==> config.mk <==
export PLATFORM = sky130hd
export DESIGN_NAME = axi_lite_regfile
export DESIGN_NICKNAME = d
export VERILOG_FILES = /design/src/rtl/axi_lite_regfile.sv
export SDC_FILE = /design/constraint.sdc
export NUM_CORES = 1
export LEC_CHECK = 0
export ABC_CLOCK_PERIOD_IN_PS = 3000
export CORE_AREA = 2 2 445 447
export CTS_CLUSTER_DIAMETER = 200
export DETAILED_ROUTE_END_ITERATION = 12
export DIE_AREA = 0 0 447 449
export DONT_BUFFER_PORTS = 1
export SLEW_MARGIN = 10
export SYNTH_ARGS = -nofsm -noshare
export SYNTH_HDL_FRONTEND = slang
export SYNTH_SLANG_ARGS = --single-unit
==> constraint.sdc <==
create_clock -name clk -period 3 [get_ports clk]
set_input_delay 0.45 -clock clk [delete_from_list [all_inputs] [get_ports clk]]
set_output_delay 0.45 -clock clk [all_outputs]
set_load 0.005 [all_outputs]
==> src/rtl/axi_lite_regfile.sv <==
// AXI-Lite slave register file: NUM_REGS word registers with byte strobes,
// optional read-only registers sourced from host inputs, and per-register write pulses.
module axi_lite_regfile #(
   parameter int ADDR_WIDTH = 8,
   parameter int DATA_WIDTH = 32,
   parameter int NUM_REGS   = 16,
   parameter logic [NUM_REGS-1:0] RO_MASK = '0
) (
   input  logic                           clk,
   input  logic                           rst_n,
   input  logic                           AWVALID,
   output logic                           AWREADY,
   input  logic [ADDR_WIDTH-1:0]          AWADDR,
   input  logic                           WVALID,
   output logic                           WREADY,
   input  logic [DATA_WIDTH-1:0]          WDATA,
   input  logic [DATA_WIDTH/8-1:0]        WSTRB,
   output logic                           BVALID,
   input  logic                           BREADY,
   output logic [1:0]                     BRESP,
   input  logic                           ARVALID,
   output logic                           ARREADY,
   input  logic [ADDR_WIDTH-1:0]          ARADDR,
   output logic                           RVALID,
   input  logic                           RREADY,
   output logic [DATA_WIDTH-1:0]          RDATA,
   output logic [1:0]                     RRESP,
   output logic [NUM_REGS*DATA_WIDTH-1:0] regs_o,
   input  logic [NUM_REGS*DATA_WIDTH-1:0] ro_i,
   output logic [NUM_REGS-1:0]            wr_pulse_o
);

   localparam int STRB_W = DATA_WIDTH / 8;
   localparam int OFFS   = $clog2(STRB_W);
   localparam int IDX_W  = ADDR_WIDTH - OFFS;
   localparam logic [1:0] RESP_OKAY   = 2'b00;
   localparam logic [1:0] RESP_SLVERR = 2'b10;

   // One-hot register select; all zeros when the word index is out of range.
   function automatic logic [NUM_REGS-1:0] decode(input logic [ADDR_WIDTH-1:0] addr);
      logic [IDX_W-1:0] idx;
      decode = '0;
      idx    = addr[ADDR_WIDTH-1:OFFS];
      for (int i = 0; i < NUM_REGS; i++) begin
         decode[i] = (int'(idx) == i);
      end
   endfunction

   function automatic logic [DATA_WIDTH-1:0] merge(input logic [DATA_WIDTH-1:0] old_val,
                                                   input logic [DATA_WIDTH-1:0] new_val,
                                                   input logic [STRB_W-1:0]     strb);
      merge = old_val;
      for (int k = 0; k < STRB_W; k++) begin
         if (strb[k]) merge[8*k +: 8] = new_val[8*k +: 8];
      end
   endfunction

   logic                                     aw_held_q, aw_held_d;
   logic [ADDR_WIDTH-1:0]                    aw_addr_q, aw_addr_d;
   logic                                     w_held_q, w_held_d;
   logic [DATA_WIDTH-1:0]                    w_data_q, w_data_d;
   logic [STRB_W-1:0]                        w_strb_q, w_strb_d;
   logic                                     bvalid_q, bvalid_d;
   logic [1:0]                               bresp_q, bresp_d;
   logic [NUM_REGS-1:0]                      wr_pulse_q, wr_pulse_d;
   logic [NUM_REGS-1:0][DATA_WIDTH-1:0]      regs_q, regs_d;
   logic                                     rvalid_q, rvalid_d;
   logic [DATA_WIDTH-1:0]                    rdata_q, rdata_d;
   logic [1:0]                               rresp_q, rresp_d;

   logic                  aw_hs, w_hs, ar_hs, commit, wr_ok;
   logic [ADDR_WIDTH-1:0] cur_awaddr;
   logic [DATA_WIDTH-1:0] cur_wdata;
   logic [STRB_W-1:0]     cur_wstrb;
   logic [NUM_REGS-1:0]   wr_sel, rd_sel;
   logic [DATA_WIDTH-1:0] rd_val;

   // Every channel transfers on a rising edge where VALID and READY are both high;
   // a source keeps VALID and its payload steady until that edge, READY never waits on VALID.
   assign AWREADY    = !aw_held_q && !bvalid_q;
   assign WREADY     = !w_held_q && !bvalid_q;
   assign ARREADY    = !rvalid_q;
   assign BVALID     = bvalid_q;
   assign BRESP      = bresp_q;
   assign RVALID     = rvalid_q;
   assign RDATA      = rdata_q;
   assign RRESP      = rresp_q;
   assign wr_pulse_o = wr_pulse_q;

   always_comb begin
      aw_hs      = AWVALID && AWREADY;
      w_hs       = WVALID && WREADY;
      ar_hs      = ARVALID && ARREADY;
      cur_awaddr = aw_held_q ? aw_addr_q : AWADDR;
      cur_wdata  = w_held_q ? w_data_q : WDATA;
      cur_wstrb  = w_held_q ? w_strb_q : WSTRB;
      commit     = (aw_held_q || aw_hs) && (w_held_q || w_hs);
      wr_sel     = decode(cur_awaddr);
      wr_ok      = |(wr_sel & ~RO_MASK);
      rd_sel     = decode(ARADDR);
   end

   // Read mux samples the pre-commit register contents, so a same-edge read sees the old value.
   always_comb begin
      rd_val = '0;
      for (int i = 0; i < NUM_REGS; i++) begin
         if (rd_sel[i]) rd_val = RO_MASK[i] ? ro_i[i*DATA_WIDTH +: DATA_WIDTH] : regs_q[i];
      end
   end

   always_comb begin
      regs_o = '0;
      for (int i = 0; i < NUM_REGS; i++) begin
         regs_o[i*DATA_WIDTH +: DATA_WIDTH] = RO_MASK[i] ? ro_i[i*DATA_WIDTH +: DATA_WIDTH]
                                                         : regs_q[i];
      end
   end

   always_comb begin
      aw_held_d  = aw_held_q;
      aw_addr_d  = aw_addr_q;
      w_held_d   = w_held_q;
      w_data_d   = w_data_q;
      w_strb_d   = w_strb_q;
      bvalid_d   = bvalid_q;
      bresp_d    = bresp_q;
      wr_pulse_d = '0;
      regs_d     = regs_q;
      if (aw_hs) begin
         aw_held_d = 1'b1;
         aw_addr_d = AWADDR;
      end
      if (w_hs) begin
         w_held_d = 1'b1;
         w_data_d = WDATA;
         w_strb_d = WSTRB;
      end
      if (commit) begin
         aw_held_d = 1'b0;
         w_held_d  = 1'b0;
         bvalid_d  = 1'b1;
         bresp_d   = wr_ok ? RESP_OKAY : RESP_SLVERR;
         if (wr_ok) begin
            wr_pulse_d = wr_sel;
            for (int i = 0; i < NUM_REGS; i++) begin
               if (wr_sel[i] && !RO_MASK[i]) regs_d[i] = merge(regs_q[i], cur_wdata, cur_wstrb);
            end
         end
      end else if (bvalid_q && BREADY) begin
         bvalid_d = 1'b0;
      end
   end

   always_comb begin
      rvalid_d = rvalid_q;
      rdata_d  = rdata_q;
      rresp_d  = rresp_q;
      if (ar_hs) begin
         rvalid_d = 1'b1;
         rdata_d  = (|rd_sel) ? rd_val : '0;
         rresp_d  = (|rd_sel) ? RESP_OKAY : RESP_SLVERR;
      end else if (rvalid_q && RREADY) begin
         rvalid_d = 1'b0;
      end
   end

   always_ff @(posedge clk or negedge rst_n) begin
      if (!rst_n) begin
         aw_held_q  <= 1'b0;
         aw_addr_q  <= '0;
         w_held_q   <= 1'b0;
         w_data_q   <= '0;
         w_strb_q   <= '0;
         bvalid_q   <= 1'b0;
         bresp_q    <= RESP_OKAY;
         wr_pulse_q <= '0;
         regs_q     <= '0;
         rvalid_q   <= 1'b0;
         rdata_q    <= '0;
         rresp_q    <= RESP_OKAY;
      end else begin
         aw_held_q  <= aw_held_d;
         aw_addr_q  <= aw_addr_d;
         w_held_q   <= w_held_d;
         w_data_q   <= w_data_d;
         w_strb_q   <= w_strb_d;
         bvalid_q   <= bvalid_d;
         bresp_q    <= bresp_d;
         wr_pulse_q <= wr_pulse_d;
         regs_q     <= regs_d;
         rvalid_q   <= rvalid_d;
         rdata_q    <= rdata_d;
         rresp_q    <= rresp_d;
      end
   end

endmodule

==> flow_metrics.env <==
export IMPL_grt_total_usage_pct=15.9
export IMPL_synth_cell_type_count=71
export IMPL_drt_iter0_drc=2450
export IMPL_via_per_inst=4.20
export IMPL_swShare_pct=40.1
export IMPL_numClockSinks=608
export IMPL_drt_total_wl_microns=165000
export IMPL_vdd_drop_max_uv=461
export IMPL_worstSetupStartpointType="flop"
export IMPL_syn_area_sq_mm=0.0271
export IMPL_synthArstFlopShare_pct=100
export IMPL_syn_inst=2623
export IMPL_hold_viol_final=25
export IMPL_timing_rr_start="RVALID"
export IMPL_post_route_period_util_pct=93.1
export IMPL_holdWs_ps=-29.0
export IMPL_fillers=21700
export IMPL_synth_area_leaders="dfrtp_1 56%, o21ai_0 6.4%, nand2_1 6.1%"
export IMPL_num_vias=22900
export IMPL_p_seq_share_pct=49.3
export IMPL_clkTransAtPathRegs_ps=70
export IMPL_critical_path_max_stage_delay_ps=640
export IMPL_worst_slack_ps=207
export IMPL_core_sq_mm=0.196
export IMPL_antenna_found_initial=4
export IMPL_grt_pass1_vias=21700
export IMPL_cp_slowest_cell="dfrtp_1"
export IMPL_ys_ff_latch=608
export IMPL_end_kind="flop"
export IMPL_outcome="complete, but fails checks"
export IMPL_initial_core_util_pct=13.8
export IMPL_violations="hold timing"
export IMPL_clockBufferDepth=3
export IMPL_drive_gt1_share_pct=21.2
export IMPL_yosysSeqAreaShare_pct=56.2
export IMPL_pre_cts_ws_ps=-320
export IMPL_drc=0
export IMPL_antenna_left=0
export IMPL_grt_overflow_total=0
export IMPL_yosys_area_top_type="dfrtp_1"
export IMPL_worst_pin_slew_ps=1380
export IMPL_hpwl_microns=125000
export IMPL_cp_data_required_time_ps=3590
export IMPL_finClkSkew_ps=24.1
export IMPL_synth_most_common_cell="dfrtp_1"
export IMPL_syn_to_final_growth_pct=27.0
export IMPL_fmax_mhz=358
export IMPL_p_total_w=0.0307
export IMPL_p_comb_share_pct=21.1
export IMPL_rsz0062_at_grt="no"
export IMPL_synth_edf_count=0
export IMPL_max_cap_violations=0
export IMPL_crit_path_max_fanout=25
export IMPL_crit_type="reg2reg"
export IMPL_crit_buf_inv=1
export IMPL_critPathArrivalTime_ps=3380
export IMPL_dieWidth_microns=447
export IMPL_drt_wirelength_per_cell_microns=30.3
export IMPL_holdCritPathClass="in2async"
export IMPL_p_switching_w=0.0123
export IMPL_max_slew_margin_pct=8.07
export IMPL_path_cells="nand2b_2 -> or3_2 -> buf_4 -> a21oi_1 -> o21ai_0 -> o211ai_1"
export IMPL_slew_violations=0
export IMPL_root_buffer="clkbuf_16"
export IMPL_h_tree_depth=3
export IMPL_synth_top_area_share_pct=56.2
export IMPL_io_pins=1140
export IMPL_min_period_ps=2790
export IMPL_fin_nets=3314
export IMPL_synth_commonest_cells="608 x dfrtp_1, 443 x nand2_1, 345 x o21ai_0"
export IMPL_fin_area_sq_mm=0.0344
export IMPL_grt_pass1_wl_microns=214000
export IMPL_p_leak_nw=14.1
export IMPL_placed_area_sq_mm=0.0313
export IMPL_firstDrtPassIters=6
export IMPL_cellInternalPower_w=0.0184
export IMPL_ys_flop_type="dfrtp_1"
export IMPL_setup_viol=0
export IMPL_rows=163
export IMPL_die_y_microns=449
export IMPL_cts_tree="built"
export IMPL_numPortBuffers=0
export IMPL_dieArea_sq_mm=0.201
export IMPL_gp_congestion=0.888
export IMPL_crit_family="simple AND/OR/NAND/NOR gates"
export IMPL_numCtsBuffers=69
export IMPL_clock_latency_ps=670
export IMPL_clkPwrFrac_pct=29.6
export IMPL_crit_start="RVALID"
export IMPL_grt_max_degree=609
export IMPL_yosysWarningCount=0
export IMPL_power_density_mw_per_mm2=892
export IMPL_avgSynthCellArea_sq_um=10.3
==> final timing paths <==
path,end,slack [ps],cells past startpoint
max,RDATA[23],210,6
min,regs_o[115],-30,1
max reg2reg,RDATA[23],210,6
min reg2reg,BRESP[1],510,2
max in group asynchronous,w_held_q,750,3
min in group clk,BRESP[1],130,3
==> sequential cells by signal, indices dropped and copies added, names as in the netlist <==
name and cells:
regs_o 512, RDATA 32, w_data_q 32, wr_pulse_o 16, aw_addr_q 6, w_strb_q 4, BRESP 1, BVALID 1
RRESP 1, RVALID 1, aw_held_q 1, w_held_q 1
==> logic make-up (layout without fill, tap and decap cells) <==
logic type	after synthesis	after routing	share of synthesized area, %
muxes	137	137	6.45
and+or+nand+nor	792	792	13.5
AOI/OAI and AO/OA	875	875	19.9
buffers and inverters	210	384	3.96
DFF	608	608	56.2
other	1	11	0.0139
==> metal layers <==
metal,wire [microns],GRT usage [%],vias to the layer above,share of wire [%]
li1,-,-,9646,-
met1,53400,15.8,11600,32
met2,80900,27.2,1271,49
met3,16200,5.91,350,9.8
met4,14300,11.5,4,8.7
met5,27,0,-,0.016
==> power groups by stage <==
stage	combinational, W	sequential (W)	clock [W]
6_report	0.00648	0.0151	0.00908
2_1_floorplan	0.00413	0.0127	0
3_5_place_dp	0.00623	0.0153	0
3_3_place_gp	0.00604	0.0152	0
5_1_grt	0.00710	0.0153	0.00958
4_1_cts	0.00633	0.0151	0.00928
==> final cells by class <==
class / count / area (sq um) / area share (%)
flip-flops and latches: 608 / 15200 / 44.3
clock inverters: 33 / 388 / 1.13
multi-input cells: 1806 / 11100 / 32.2
repair buffers: 251 / 2360 / 6.87
well taps: 2640 / 3300 / 9.61
inverters: 7 / 26.3 / 0.0764
diodes: 9 / 22.5 / 0.0655
clock buffers: 93 / 2000 / 5.81
==> worst reg2reg max path, stage by stage (launching register included) <==
cell and delay, ps:
dfrtp_1 640, nand2b_2 360, or3_2 530, buf_4 330
a21oi_1 330, o21ai_0 330, o211ai_1 200
==> placed cells by master, fill, tap and decap left out, drive strengths merged, types with 7 or more instances in the layout <==
cell	instances
a211oi	20
a21o	8
a21oi	190
a221o	7
a221oi	16
a222oi	12
a22o	11
a22oi	74
and3	7
buf	202
clkbuf	93
clkinv	12
dfrtp	608
diode	9
dlygate4sd3	49
inv	17
mux2	69
mux2i	45
mux4	23
nand2	459
nand3	41
nand4	10
nor2	199
nor2b	15
nor3	27
o211ai	8
o21ai	437
o221ai	32
o22ai	28
==> per-stage QoR <==
stage,utilization [%],setup TNS (ps),hold WS (ps),std cells
finish,17.5,0,-29.0,5447
global route,17.5,0,39.6,5441
CTS,17.4,0,-584,5433
detailed placement,16.0,-4070,164,5257
global placement,16.0,-4230,168,5257
floorplan,-,0,154,2624
==> what timing repair did <==
action,4_1_cts,5_1_grt
hold endpoints to repair,655,45
setup endpoints to repair,32,0
hold buffers,48,2
gates resized for setup,2,0
buffers inserted,2,0
Note: power is estimated with default switching activity, not from simulation.
